--- src/rtl/div_issue.sv ---
// div_issue: issue front-end for the mod-(2^31-1) divider.
// Accepts raw 32-bit operand pairs, reduces them mod p, short-circuits a zero
// divisor, sequences the divider start/ready protocol and returns the quotient
// with its tag and the start-to-capture latency.
module div_issue #(
  parameter int TAG_W = 4
) (
  input  logic             clk,
  input  logic             reset,
  input  logic             in_valid,
  output logic             in_ready,
  input  logic [31:0]      in_a,
  input  logic [31:0]      in_b,
  input  logic [TAG_W-1:0] in_tag,
  output logic             div_start,
  output logic [30:0]      div_a,
  output logic [30:0]      div_b,
  input  logic [30:0]      div_result,
  input  logic             div_rdy,
  output logic             out_valid,
  input  logic             out_ready,
  output logic [30:0]      out_q,
  output logic [TAG_W-1:0] out_tag,
  output logic             out_err,
  output logic [15:0]      out_cycles
);

  typedef enum logic [2:0] {
    IDLE,
    REDUCE,
    ISSUE,
    WAIT,
    HOLD
  } state_t;

  state_t      state;
  state_t      state_next;
  logic [31:0] a_raw;
  logic [31:0] b_raw;
  logic [30:0] ra;
  logic [30:0] rb;
  logic [15:0] lat_cnt;
  logic [15:0] lat_inc;

  // Fold a 32-bit value into [0, p-1] for p = 2^31-1 using 2^31 == 1 mod p.
  function automatic logic [30:0] reduce_p(input logic [31:0] x);
    logic [31:0] s;
    logic [30:0] t;
    s = {1'b0, x[30:0]} + {31'd0, x[31]};
    // s[31] set implies s[30:0] == 0, so this second fold cannot overflow.
    t = s[30:0] + {30'd0, s[31]};
    if (t == '1) begin
      reduce_p = '0;
    end else begin
      reduce_p = t;
    end
  endfunction

  // Reduced operands, valid combinationally while in REDUCE.
  always_comb begin
    ra = reduce_p(a_raw);
    rb = reduce_p(b_raw);
  end

  // Saturating latency increment.
  always_comb begin
    lat_inc = (lat_cnt == '1) ? lat_cnt : lat_cnt + 16'd1;
  end

  // State register.
  always_ff @(posedge clk or negedge reset) begin
    if (!reset) begin
      state <= IDLE;
    end else begin
      state <= state_next;
    end
  end

  // Next-state logic.
  always_comb begin
    state_next = state;
    case (state)
      IDLE:    if (in_valid) state_next = REDUCE;
      REDUCE:  state_next = (rb == '0) ? HOLD : ISSUE;
      ISSUE:   if (div_rdy) state_next = WAIT;
      WAIT:    if (div_rdy) state_next = HOLD;
      HOLD:    if (out_ready) state_next = IDLE;
      default: state_next = IDLE;
    endcase
  end

  // Handshake and divider-start outputs decoded from state.
  always_comb begin
    in_ready  = (state == IDLE);
    out_valid = (state == HOLD);
    div_start = (state == ISSUE) && div_rdy;
  end

  // Operand, divider-operand, result and latency registers.
  always_ff @(posedge clk or negedge reset) begin
    if (!reset) begin
      a_raw      <= '0;
      b_raw      <= '0;
      div_a      <= '0;
      div_b      <= '0;
      out_q      <= '0;
      out_tag    <= '0;
      out_err    <= 1'b0;
      out_cycles <= '0;
      lat_cnt    <= '0;
    end else begin
      if (state == IDLE && in_valid) begin
        a_raw   <= in_a;
        b_raw   <= in_b;
        out_tag <= in_tag;
      end
      if (state == REDUCE) begin
        div_a <= ra;
        div_b <= rb;
        if (rb == '0) begin
          out_err    <= 1'b1;
          out_q      <= '0;
          out_cycles <= '0;
        end
      end
      if (state == ISSUE && div_rdy) begin
        lat_cnt <= '0;
      end
      // The captured count includes the capture cycle itself, so a result
      // ready in the first WAIT cycle reports 1.
      if (state == WAIT) begin
        lat_cnt <= lat_inc;
        if (div_rdy) begin
          out_q      <= div_result;
          out_cycles <= lat_inc;
          out_err    <= 1'b0;
        end
      end
    end
  end

endmodule
--- config.mk ---
export PLATFORM = sky130hd
export DESIGN_NAME = div_issue
export DESIGN_NICKNAME = d
export VERILOG_FILES = /design/src/rtl/div_issue.sv
export SDC_FILE = /design/constraint.sdc
export NUM_CORES = 1
export LEC_CHECK = 0
export CAP_MARGIN = 10
export CORE_ASPECT_RATIO = 0.6
export CORE_UTILIZATION = 40
export CTS_CLUSTER_SIZE = 40
export DETAILED_ROUTE_END_ITERATION = 8
export PLACE_DENSITY = 0.76
export SLEW_MARGIN = 30
export SYNTH_ARGS = -nofsm -noshare
export SYNTH_HDL_FRONTEND = slang
export SYNTH_SLANG_ARGS = --single-unit
--- constraint.sdc ---
create_clock -name clk -period 5.4 [get_ports clk]
set_input_delay 0.54 -clock clk [delete_from_list [all_inputs] [get_ports clk]]
set_output_delay 0.54 -clock clk [all_outputs]
set_load 0.05 [all_outputs]
======== Word level (Yosys, flattened, before mapping) ========
Cells that the tools add are included.
word-level totals
  register bits ........................... 197
  bits of input ports ..................... 104
  output and inout bits ................... 117
  word-level logic and storage cells ...... 55
operators by class
  $add $sub $neg .......................... 5
  equal/unequal tests ..................... 11
  mux-type cells .......................... 23
  reductions and logical operators ........ 6
operator list
  kind                     count
  $mux W31                 6
  $mux W16                 7
  $add A31 B1 Y32          2
  $add A31 B1 Y31          2
  $eq A31 B31 Y1 const B   2
  $logic_not A31 Y1        1
  $add A16 B1 Y16 const B  1
  $eq A16 B16 Y1 const B   1
  $mux W3                  5
  $pmux W3 S5              1
  $eq A3 B2 Y1 const B     2
  $ne A2 B2 Y1 const B     3
  $mux W1                  4
  $reduce_and A4 Y1        1
  $eq A3 B1 Y1 const B     1
  $eq A3 B3 Y1 const B     1
  $logic_not A3 Y1         1
  $logic_and A1 B1 Y1      2
  $ne A2 B1 Y1 const B     1
  $reduce_bool A2 Y1       1

======== Longest topological paths before layout ========
  depth in word-level cells ............... 9
  gate-level depth with buffers ........... 20

======== Least setup slack after synthesis ========
No wires, ideal clock.
  kind .................................... register -> register
  start point ............................. register b_raw[0]
  end point ............................... register out_q[13]
  arrival time ............................ 4727 ps
  slack ................................... 552 ps
  stages on the path, launching flop included .. 20
  path buffers ............................ 3
  period minus slack after synthesis ...... 4848 ps
  path through ............................ dfrtp_1 -> ha_1 -> nand2_1 -> nor3_1 -> nand3_1 -> nor4_1 -> ha_1 -> and2_1 -> and4_1 -> a21o_1 -> clkbuf_1 -> nand4_1 -> nor4_1 -> xor2_1 -> or3_1 -> or4_4 -> a21oi_2 -> buf_6 -> buf_6 -> a21oi_1
between the ends
  word-level cells in the longest chain between the ends .. 9
RTL lines
  element                   RTL line  text
  start: declaration        39        logic [31:0] b_raw;
  start signal: assignment  114       b_raw <= in_b;
  $add A31 B1 Y32 (*)       49        s = {1'b0, x[30:0]} + {31'd0, x[31]};
  $add A31 B1 Y31 (*)       51        t = s[30:0] + {30'd0, s[31]};
  $eq A31 B31 Y1            52        if (t == '1) begin
  $mux W31 (*)              52
  $logic_not A31 Y1 (*)     120       if (rb == '0) begin
  $mux W31 (*)              120
  $mux W31 (*)              117       if (state == REDUCE) begin
  $mux W31                  133       if (div_rdy) begin
  $mux W31 (*)              131       if (state == WAIT) begin
  end signal: assignment    134       out_q <= div_result;
  end: declaration          22        output logic [30:0] out_q,
Every way passes the cells marked *; elsewhere a longest branch is shown, timed or not.
A chain may end at the register's enable or synchronous reset.

======== Final worst setup path ========
  start point ............................. register b_raw[0]
  end point ............................... register out_cycles[13]
between the ends
  word-level cells in the longest chain between the ends .. 9
RTL lines
  element                 RTL line  text
  $add A31 B1 Y32 (*)     49
  $add A31 B1 Y31 (*)     51
  $eq A31 B31 Y1          52
  $mux W31 (*)            52
  $logic_not A31 Y1 (*)   120
  $mux W16 (*)            120
  $mux W16 (*)            117
  $mux W16                133
  $mux W16 (*)            131
  end signal: assignment  135       out_cycles <= lat_inc;
  end: declaration        25        output logic [15:0] out_cycles
Marks and branches as above.

==> flow_metrics.py <==
metrics = {
    "clock_tree": {
        "numCtsBuffers": 17,
        "cts_resized": 0,
        "hold_buffers": 0,
        "cts_root_buf": "clkbuf_16",
        "cts_tree": "built",
        "postCtsSetupRepairBufs": 0,
        "path_clk_slew_ns": 0.07,
        "clock_path_buffers": 2,
        "htreeDepth": 4,
        "cts.sink_count": 197,
        "clk_latency_ns": 0.46,
    },
    "sta": {
        "slew_headroom_pct": 30.3,
        "finalMaxSlewViolations": 0,
        "skew_ns": 0.0111,
        "finalWorstPathRequiredPeriod_ns": 5.05,
        "layout_worst_path_cycle_share_pct": 93.5,
        "rsz0062_at_grt": "false",
        "hold_viol": 0,
        "finalSetupViolations": 0,
        "finalSetupTns_ns": 0,
        "fmaxAchievable_mhz": 198,
        "worst_pin_slew_ns": 1.03,
    },
    "worst_setup_path": {
        "slowest_stage": "or4_1",
        "cp_data_arrival_time_ns": 5.35,
        "cp-start-kind": "register",
        "critPathMaxStageDelay_ns": 0.69,
        "crit_fanout": 49,
        "worstSetupPathType": "reg2reg",
        "crit_chain": "ha_1 -> ha_1 -> a21oi_1 -> nor3_1 -> o22a_1 -> or4_1 -> or3_1 -> nor4_2 -> xnor2_1 -> or3_1 -> or4_4 -> a21oi_4 -> buf_12 -> a311oi_1",
        "end_kind": "register",
        "worstPathRequired_ns": 5.70,
    },
    "synth": {
        "synthArstFlopShare_pct": 100,
        "ys_types": 82,
        "synthTopCellsByCount": "197 x dfrtp_1, 183 x nand2_1, 116 x nor2_1",
        "yosysMostFrequentCell": "dfrtp_1",
        "synth.area.top_cells": "dfrtp_1 41%, mux2_2 5.9%, nand2_1 5.7%",
        "ys.warnings.count": 0,
        "synth_edf_count": 0,
        "synth_seq_cells": 197,
        "avgSynthCellArea_um2": 8.94,
        "syn_nets": 1452,
        "synth_top_cell_area_share_pct": 41.2,
        "netlist_area_um2": 12000,
        "synth_ff_type": "dfrtp_1",
        "yosysSeqAreaShare_pct": 41.2,
        "yosys.area.top_type": "dfrtp_1",
        "syn-instance-count": 1338,
    },
    "floorplanning": {
        "initial_core_util_pct": 41.2,
        "dieArea_um2": 30600,
        "dieWidth_um": 225,
        "core.rowCount": 48,
        "die_h_um": 136,
        "core_um2": 29100,
        "io_pins": 221,
    },
    "placed_design": {
        "place_hpwl_um": 28700,
        "dpl_cell_area_um2": 14800,
        "port_buffers": 220,
        "gp_congestion": 0.922,
    },
    "routing": {
        "drt_wl_total_um": 37500,
        "vias_per_cell": 5.70,
        "wl_per_cell_um": 19.1,
        "firstDrtPassIters": 5,
        "drc": 0,
        "drt_iter0_markers": 1428,
        "antenna_left": 0,
        "vias": 11200,
    },
    "job": {
        "drv_cap": 0,
    },
    "cells_and_area": {
        "utilization_pct": 53.0,
        "final_cell_area_um2": 15400,
        "diodes": 0,
        "nets": 1663,
        "syn_to_final_growth_pct": 28.7,
        "layout-drive-gt1-share_pct": 11.4,
    },
    "power_and_ir_drop": {
        "power.leakage_nw": 6.03,
        "p_per_area_nw_per_um2": 631,
        "p_total_w": 0.00972,
        "ir_drop_mv": 0.288,
    },
    "global_route": {
        "grt-ovfl-total": 0,
        "antenna_found_initial": 1,
        "grt.total_usage_pct": 24.5,
        "grt_max_degree": 99,
        "first_global_vias": 10100,
        "grt_pass1_wl_um": 57800,
    },
    "hold_path": {
        "hold_path_class": "in2async",
    },
    "status": {
        "status": "complete, no violations",
    },
}
[cell families (layout without fill, tap and decap cells)]
kind of cell,after synthesis,count (layout),share of synthesized area (%)
AO/OA/AOI/OAI,247,247,13.5
adder cells (fa/ha/maj),10,10,1.05
flip-flops,197,197,41.2
multiplexers,76,76,7.02
AND/OR/NAND/NOR,591,591,25.3
XOR/XNOR,115,115,8.42
buffers and inverters,102,325,3.50
[layout make-up]
| class | instances | area [µm²] |
|---|---|---|
| clock buffers | 18 | 429 |
| clock inverters | 13 | 174 |
| fillers | 2698 | 13700 |
| inverters | 18 | 67.6 |
| multi-input cells | 1039 | 6640 |
| flip-flops and latches | 197 | 4930 |
| well taps | 400 | 500 |
| repair buffers | 276 | 2660 |
[path summary, 6_finish.rpt]
check	startpoint	to	slack [ns]	cells past startpoint
min reg2reg	div_b[5]$_DFFE_PN0P_	div_b[5]$_DFFE_PN0P_	0.48	2
max reg2reg	b_raw[0]$_DFFE_PN0P_	out_cycles[13]$_DFF_PN0_	0.35	14
max	b_raw[0]$_DFFE_PN0P_	out_cycles[13]$_DFF_PN0_	0.35	14
min in group clk	div_b[5]$_DFFE_PN0P_	div_b[5]$_DFFE_PN0P_	0.48	2
min	reset	out_q[25]$_DFF_PN0_	0.16	1
max in group asynchronous	reset	div_a[6]$_DFFE_PN0P_	3.98	2
[where the power goes]
group	leakage (nW)	switching (W)	internal (W)	total [W]
sequential	2.44	0.000653	0.00215	0.00280
clock	0.286	0.000636	0.000698	0.00133
combinational	3.31	0.00356	0.00203	0.00559
total	6.03	0.00485	0.00487	0.00972
[registers in the layout (all words and copies together), names as in the netlist, 3 cells and up]
signal / flops
out_cycles: 16
div_a: 31
state: 3
div_b: 31
a_raw: 32
out_q: 31
lat_cnt: 16
b_raw: 32
out_tag: 4
[cell usage in the layout (no fill, tap or decap), types with 17 or more instances in the layout]
cell type	instances
nand2_1	183
clkdlybuf4s50_1	219
a211oi_1	17
o31ai_1	34
a21oi_1	76
clkbuf_16	17
nand3_1	49
nand4_1	34
xnor2_1	76
dfrtp_1	197
buf_4	54
nor4_1	26
o21ai_0	41
nor3_1	46
xor2_1	39
nor2_1	116
mux2_2	63
inv_1	17
[critical path: cells and delay by family, from the launching register on]
kind | cells | cell delay (ns)
XOR/XNOR | 1 | 0.18
AND/OR/NAND/NOR | 6 | 2.56
adder cells (fa/ha/maj) | 2 | 0.58
AO/OA/AOI/OAI | 4 | 0.91
buffers and inverters | 1 | 0.25
flip-flops | 1 | 0.40
[metal layers]
| layer | vias to the layer above | track usage (%) | share of wire, % |
|---|---|---|---|
| met5 | - | 0 | 0 |
| met4 | 0 | 5.22 | 0.92 |
| met3 | 22 | 7.22 | 11 |
| met2 | 548 | 31.3 | 38 |
| met1 | 5375 | 39.2 | 50 |
| li1 | 5241 | - | - |
[through the flow]
stage | setup WS [ns] | hold slack [ns] | instances
after floorplan | 0.552 | 0.244 | 1338
final | 0.349 | 0.157 | 1961
after CTS | 0.392 | 0.189 | 1961
after global placement | 0.476 | 0.458 | 1929
after global routing | 0.0700 | 0.216 | 1961
after detailed placement | 0.409 | 0.465 | 1930
(Power assumes the default switching activity.)
